File: config.mk
export PLATFORM = sky130hd
export DESIGN_NAME = img_loader
export DESIGN_NICKNAME = d
export VERILOG_FILES = /design/src/rtl/img_loader_pkg.sv /design/src/rtl/img_loader.sv
export SDC_FILE = /design/constraint.sdc
export NUM_CORES = 1
export LEC_CHECK = 0
export CAP_MARGIN = 20
export CORE_MARGIN = 3
export CORE_UTILIZATION = 45
export CTS_CLUSTER_DIAMETER = 80
export DETAILED_ROUTE_END_ITERATION = 8
export PLACE_DENSITY = 0.78
export SETUP_SLACK_MARGIN = 0.4
export SYNTH_ARGS = -nofsm -noshare
export SYNTH_HDL_FRONTEND = slang
export SYNTH_SLANG_ARGS = --single-unit
File: constraint.sdc
create_clock -name clk -period 5.75 [get_ports clk]
set_clock_uncertainty 0.05 [all_clocks]
set_input_delay 0.8625 -clock clk [delete_from_list [all_inputs] [get_ports clk]]
set_output_delay 0.8625 -clock clk [all_outputs]
set_load 0.05 [all_outputs]
File: src/rtl/img_loader_pkg.sv
// Shared image geometry, bus widths and FSM state encoding for the image
// loader and the downstream median filter.
package img_loader_pkg;

  localparam int unsigned IMG_W  = 256;
  localparam int unsigned IMG_H  = 256;
  localparam int unsigned ADDR_W = 16;
  localparam int unsigned PIX_W  = 8;
  localparam int unsigned COL_W  = 8;
  localparam int unsigned ROW_W  = 8;

  typedef enum logic [1:0] {
    IDLE = 2'd0,
    LOAD = 2'd1,
    RUN  = 2'd2,
    FIN  = 2'd3
  } state_e;

endpackage : img_loader_pkg

File: src/rtl/img_loader.sv
// Streams one raster-order frame into the image RAM at {row,col}, then hands
// control to the median filter and waits for its completion level.
module img_loader #(
  parameter int unsigned IMG_W = img_loader_pkg::IMG_W,
  parameter int unsigned IMG_H = img_loader_pkg::IMG_H
) (
  input  logic                               clk,
  input  logic                               rst_n,
  input  logic                               start,
  input  logic                               in_valid,
  input  logic [img_loader_pkg::PIX_W-1:0]   in_data,
  input  logic                               in_last,
  output logic                               in_ready,
  output logic                               RAM_IMG_WE,
  output logic                               RAM_IMG_OE,
  output logic [img_loader_pkg::ADDR_W-1:0]  RAM_IMG_A,
  output logic [img_loader_pkg::PIX_W-1:0]   RAM_IMG_D,
  output logic                               filt_enable,
  input  logic                               filt_done,
  output logic                               busy,
  output logic                               frame_err,
  output logic                               done
);

  import img_loader_pkg::*;

  localparam logic [COL_W-1:0] COL_LAST = COL_W'(IMG_W - 1);
  localparam logic [ROW_W-1:0] ROW_LAST = ROW_W'(IMG_H - 1);

  state_e              state_q, state_d;
  logic [COL_W-1:0]    col_q, col_d;
  logic [ROW_W-1:0]    row_q, row_d;
  logic                ready_q, ready_d;
  logic                we_q, we_d;
  logic [ADDR_W-1:0]   addr_q, addr_d;
  logic [PIX_W-1:0]    data_q, data_d;
  logic                fen_q, fen_d;
  logic                busy_q, busy_d;
  logic                err_q, err_d;
  logic                done_q, done_d;
  logic                hs_c;
  logic                last_pix_c;

  assign hs_c       = in_valid && ready_q;
  assign last_pix_c = (col_q == COL_LAST) && (row_q == ROW_LAST);

  always_ff @(posedge clk or negedge rst_n) begin
    if (!rst_n) begin
      state_q <= IDLE;
      col_q   <= '0;
      row_q   <= '0;
      ready_q <= 1'b0;
      we_q    <= 1'b0;
      addr_q  <= '0;
      data_q  <= '0;
      fen_q   <= 1'b0;
      busy_q  <= 1'b0;
      err_q   <= 1'b0;
      done_q  <= 1'b0;
    end else begin
      state_q <= state_d;
      col_q   <= col_d;
      row_q   <= row_d;
      ready_q <= ready_d;
      we_q    <= we_d;
      addr_q  <= addr_d;
      data_q  <= data_d;
      fen_q   <= fen_d;
      busy_q  <= busy_d;
      err_q   <= err_d;
      done_q  <= done_d;
    end
  end

  // Next-state, pixel counter and registered RAM write port.
  always_comb begin
    state_d = state_q;
    col_d   = col_q;
    row_d   = row_q;
    we_d    = 1'b0;
    addr_d  = addr_q;
    data_d  = data_q;
    err_d   = err_q;

    unique case (state_q)
      IDLE: begin
        if (start) begin
          col_d   = '0;
          row_d   = '0;
          state_d = LOAD;
        end
      end
      LOAD: begin
        if (hs_c) begin
          we_d   = 1'b1;
          addr_d = {row_q, col_q};
          data_d = in_data;
          if (last_pix_c) begin
            col_d   = '0;
            row_d   = '0;
            state_d = RUN;
            if (!in_last) err_d = 1'b1;
          end else begin
            if (col_q == COL_LAST) begin
              col_d = '0;
              row_d = row_q + ROW_W'(1);
            end else begin
              col_d = col_q + COL_W'(1);
            end
            if (in_last) begin
              err_d   = 1'b1;
              state_d = FIN;
            end
          end
        end
      end
      RUN: begin
        if (filt_done) state_d = FIN;
      end
      FIN: begin
        state_d = FIN;
      end
      default: begin
        state_d = IDLE;
      end
    endcase

    // Filter enable starts the cycle after the final write and drops with RUN.
    ready_d = (state_d == LOAD);
    busy_d  = (state_d == LOAD) || (state_d == RUN);
    done_d  = (state_d == FIN);
    fen_d   = (state_q == RUN) && (state_d == RUN);
  end

  assign in_ready    = ready_q;
  assign RAM_IMG_WE  = we_q;
  assign RAM_IMG_OE  = 1'b0;
  assign RAM_IMG_A   = addr_q;
  assign RAM_IMG_D   = data_q;
  assign filt_enable = fen_q;
  assign busy        = busy_q;
  assign frame_err   = err_q;
  assign done        = done_q;

endmodule : img_loader

After elaboration in Yosys (flattened, before gate mapping)
Cells that the tools add are included.
{"block": "totals", "reg_bits": 48, "inputBits": 14, "output_inout_bits": 31, "elab_cells": 56}
{"block": "classes", "addsub": 2, "n_eq_ne": 12, "mux": 20, "reduce_logical": 11}
{"cell": "2-to-1 mux 8 bit", "count": 7}
{"cell": "case mux 8 bit (2 select lines)", "count": 2}
{"cell": "adder 8 x 1 -> 8 bit, second input constant", "count": 2}
{"cell": "equality test 8 bit, second input constant", "count": 2}
{"cell": "2-to-1 mux 2 bit", "count": 5}
{"cell": "equality test 2 bit, second input constant", "count": 4}
{"cell": "case mux 2 bit (4 select lines)", "count": 1}
{"cell": "AND reduction 4 bit", "count": 2}
{"cell": "inequality test 2 bit, second input constant", "count": 3}
{"cell": "2-to-1 mux 1 bit", "count": 5}
{"cell": "equality test 2 x 1 -> 1 bit, second input constant", "count": 2}
{"cell": "nonzero test 2 bit", "count": 2}
{"cell": "logical AND 1 bit", "count": 3}
{"cell": "inequality test 3 bit, second input constant", "count": 1}
{"cell": "AND reduction 3 bit", "count": 1}
{"cell": "zero test 2 bit", "count": 1}
{"cell": "AND reduction 2 bit", "count": 1}
{"cell": "logical OR 1 bit", "count": 1}

Logic depth before layout (Yosys ltp)
{"block": "depth", "ltp_word": 7, "depth_mapped": 9, "ltp_nobuf": 8}

Least setup slack after synthesis
No wires, ideal clock.
{"block": "synth_timing", "path_type": "register to register", "start": "register col_q[0]", "end": "register busy_q (netlist: busy)", "setup_ns": 0.126, "t_arrival_ns": 1.875, "required_time_ns": 5.574, "slack_ns": 3.699, "stages_incl_launch_ff": 8, "path_buffers": 1, "path_cell_list": "dfrtp_1 > ha_1 > nand3_1 > or4_1 > buf_6 > or2b_1 > a21o_1 > ha_1"}
{"block": "synth_between", "elab_chain_cells": 7, "elab_cells_between_ends": 8, "cone_classes": "3 x eq/ne; 3 x mux; 2 x reduce/logical"}
{"element": "start, declared", "line": "img_loader.sv:31", "source": "logic [COL_W-1:0] col_q, col_d;"}
{"element": "start signal, assigned", "line": "img_loader.sv:62", "source": "col_q <= col_d;"}
{"element": "equality test 8 bit *", "line": "img_loader.sv:45", "source": "assign last_pix_c = (col_q == COL_LAST) && (row_q == ROW_LAST);"}
{"element": "logical AND 1 bit *", "line": "img_loader.sv:45"}
{"element": "2-to-1 mux 2 bit *", "line": "img_loader.sv:98", "source": "if (last_pix_c) begin"}
{"element": "2-to-1 mux 2 bit *", "line": "img_loader.sv:94", "source": "if (hs_c) begin"}
{"element": "case mux 2 bit (4 select lines) *", "line": "img_loader.sv:85", "source": "unique case (state_q)"}
{"element": "named net state_d[1]", "line": "img_loader.sv:30", "source": "state_e state_q, state_d;"}
{"element": "equality test 2 x 1 -> 1 bit or equality test 2 bit (tied branches)", "line": "img_loader.sv:130", "source": "busy_d = (state_d == LOAD) || (state_d == RUN);"}
{"element": "logical OR 1 bit *", "line": "img_loader.sv:130"}
{"element": "named net busy_d", "line": "img_loader.sv:38", "source": "logic busy_q, busy_d;"}
{"element": "end signal, assigned", "line": "img_loader.sv:69", "source": "busy_q <= busy_d;"}
{"element": "end, declared", "line": "img_loader.sv:38"}
The timed path passes the listed nets; every way through them passes the cells marked *.
A chain may end at the register's enable or synchronous reset.

Worst setup path after layout
{"block": "layout_timing", "start": "input port in_valid", "end": "register row_q[6]"}
{"block": "layout_between", "elab_chain_cells": 3}
{"element": "start, declared", "line": "img_loader.sv:10", "source": "input logic in_valid,"}
{"element": "logical AND 1 bit", "line": "img_loader.sv:44", "source": "assign hs_c = in_valid && ready_q;"}
{"element": "inequality test 2 bit (no source line)"}
{"element": "AND reduction 4 bit (no source line)"}
{"element": "end signal, assigned", "line": "img_loader.sv:63", "source": "row_q <= row_d;"}
{"element": "end, declared", "line": "img_loader.sv:32", "source": "logic [ROW_W-1:0] row_q, row_d;"}
Every way passes these cells.

==> flow_metrics.env <==
export IMPL_status="finished clean"
export IMPL_synth_most_common_cell="nand2_1"
export IMPL_pwr_share_seq_pct=36.0
export IMPL_finalCritPeriodShare_pct=57.60
export IMPL_ir_drop_mv=0.2436
export IMPL_drive_gt1_share_pct=6.716
export IMPL_clk_latency_ns=0.30
export IMPL_die_h_um=75.24
export IMPL_cts_resized=0
export IMPL_startpoint_type="input port"
export IMPL_tns_ns=0
export IMPL_cts_root_buf="clkbuf_8"
export IMPL_drv_cap=0
export IMPL_grt_pass1_wl_mm=7.645
export IMPL_setup_violations_final=0
export IMPL_whs_ns=0.4264
export IMPL_power_internal_mw=0.8455
export IMPL_cts_made_buffers=5
export IMPL_clockBufferDepth=2
export IMPL_p_sw_share_pct=41.56
export IMPL_synthesis_nets=245
export IMPL_ant_nets=0
export IMPL_cts_tree="built"
export IMPL_rsz0062_at_grt="no"
export IMPL_arrival_ns=3.45
export IMPL_dr_first_iter_drc_count=135
export IMPL_clkPwrFrac_pct=22.6
export IMPL_synth_cell_type_count=40
export IMPL_gp_congestion=0.8331
export IMPL_grt_total_usage_pct=17.68
export IMPL_io_pins=45
export IMPL_syn_avg_cell_area_sq_um=9.545
export IMPL_h_tree_depth=2
export IMPL_switchingPower_mw=0.6014
export IMPL_yosysSeqAreaShare_pct=55.68
export IMPL_synth_top_cell_by_area="dfrtp_1"
export IMPL_core_area_sq_mm=0.004504
export IMPL_hold_buffers=0
export IMPL_routedWlPerCell_um=14.60
export IMPL_first_global_vias=1678
export IMPL_rows=24
export IMPL_drcViolationCount=0
export IMPL_hold_viol=0
export IMPL_synthCells=226
export IMPL_ys_ff_latch=48
export IMPL_placed_area_sq_mm=0.002599
export IMPL_synthTopCellsByCount="nand2_1, dfrtp_1, nor2_1"
export IMPL_power_density_mw_per_mm2=520.9
export IMPL_synth_area_sq_mm=0.002157
export IMPL_synth_top_area_share_pct=55.68
export IMPL_diodes=0
export IMPL_stdcell_area_sq_mm=0.002778
export IMPL_yosys_top_cells_area="dfrtp_1, nand2_1, ha_1"
export IMPL_area_growth_pct=28.77
export IMPL_vias=1755
export IMPL_cts_sinks=48
export IMPL_synthFlopType="dfrtp_1"
export IMPL_initial_core_util_pct=47.89
export IMPL_fmax_mhz=301.9
export IMPL_ys_warn_count=0
export IMPL_layout_nets=286
export IMPL_dr_pass1_iters=4
export IMPL_grt_max_degree=49
export IMPL_numPortBuffers=43
export IMPL_worst_pin_slew_ns=0.9547
export IMPL_cts_setup_buffers=0
export IMPL_slew_headroom_pct=36.12
export IMPL_clk_pin_slew_worst_paths_ns=0.09
export IMPL_p_leak_nw=1.288
export IMPL_routed_wl_mm=4.673
export IMPL_required_ns=5.89
export IMPL_drv_slew=0
export IMPL_gr_total_overflow=0
export IMPL_dpl_hpwl_mm=3.070
export IMPL_cp_end_kind="register"
export IMPL_crit_type="input port to register"
export IMPL_p_comb_share_pct=41.5
export IMPL_fin_util_pct=61.67
export IMPL_worst_path_max_fanout=32
export IMPL_synthArstFlopShare_pct=100.0
export IMPL_worstHoldPathType="register to register"
export IMPL_synth_edf_count=0
export IMPL_fin_crit_ns=3.312
export IMPL_via_per_inst=5.484
export IMPL_dieArea_sq_mm=0.005660
export IMPL_chipWidth_um=75.24
export IMPL_antenna_found_initial=0
worst paths after layout:
| path | endpoint | slack (ns) | start | depth (start not counted) |
|---|---|---|---|---|
| hold / removal | RAM_IMG_D[7] | 0.43 | RAM_IMG_D[7] | 2 |
| setup / recovery | row_q[6] | 2.44 | in_valid | 7 |
| min in group asynchronous | done | 0.45 | rst_n | 1 |
| max in group asynchronous | RAM_IMG_A[14] | 4.69 | rst_n | 2 |
| hold reg to reg | RAM_IMG_D[7] | 0.43 | RAM_IMG_D[7] | 2 |
| setup reg to reg | row_q[6] | 2.83 | state_q[1] | 6 |
kinds of logic after synthesis:
family                   synth area share (%)
AO/OA/AOI/OAI                           10.67
XOR/XNOR                                2.030
adder cells (fa/ha/maj)                 2.900
buffers and inverters                   3.306
flip-flops                              55.68
multiplexers                           0.5220
other                                  0.1738
AND/OR/NAND/NOR                         24.71
final cells by class:
type / instances / area, sq um
Clock buffer: 5 / 68.82
Clock inverter: 3 / 90.09
Fill cell: 377 / 1727
Inverter: 4 / 15.01
Multi-Input combinational cell: 163 / 884.6
Sequential cell: 48 / 1201
Tap cell: 52 / 65.06
Timing Repair Buffer: 45 / 452.9
metrics by stage:
stage | setup WS [ns] | total power, mW | cells
global placement | 2.160 | 1.108 | 311
floorplan | 3.699 | 0.9147 | 226
global route | 2.160 | 1.521 | 320
CTS | 2.440 | 1.451 | 319
finish | 2.438 | 1.447 | 320
detailed placement | 2.139 | 1.121 | 311
routing by layer:
metal	vias to the layer above	global-route usage (%)	routed length, um
met2	71	27.18	2275
met5	-	0	0
met4	0	8.932	159
li1	843	-	-
met3	17	4.539	299
met1	824	23.18	1938
critical path: stages:
cell             delay [ns]
clkdlybuf4s50_1        0.41
nand4b_2               0.50
inv_1                  0.09
buf_4                  0.25
nor2_1                 0.77
nor2_1                 0.23
a32o_1                 0.32
placed cells by master (no fill, tap or decap), types with 3 or more instances in the layout:
cell | netlist | final
a21oi_1 | 7 | 7
bufinv_16 | 0 | 3
clkbuf_8 | 0 | 5
clkdlybuf4s50_1 | 0 | 42
dfrtp_1 | 48 | 48
ha_1 | 5 | 5
inv_1 | 4 | 4
nand2_1 | 80 | 80
nand3_1 | 7 | 7
nand4_1 | 4 | 4
nor2_1 | 11 | 11
o21ai_0 | 7 | 7
o31ai_1 | 3 | 3
or4_1 | 3 | 3
xnor2_1 | 4 | 4
sequential cells by signal, summed over array words and instances (netlist names):
signal       count
done             1
frame_err        1
RAM_IMG_WE       1
RAM_IMG_D        8
in_ready         1
row_q            8
col_q            8
filt_enable      1
state_q          2
busy             1
RAM_IMG_A       16
power groups by stage:
stage                     clock network [mW]  logic (mW)  registers [mW]
after floorplan                            0       0.155           0.760
after global routing                   0.345       0.642           0.534
final                                  0.327       0.600           0.520
after global placement                     0       0.586           0.522
after detailed placement                   0       0.596           0.526
after CTS                              0.330       0.601           0.520
(Power assumes the default switching activity.)
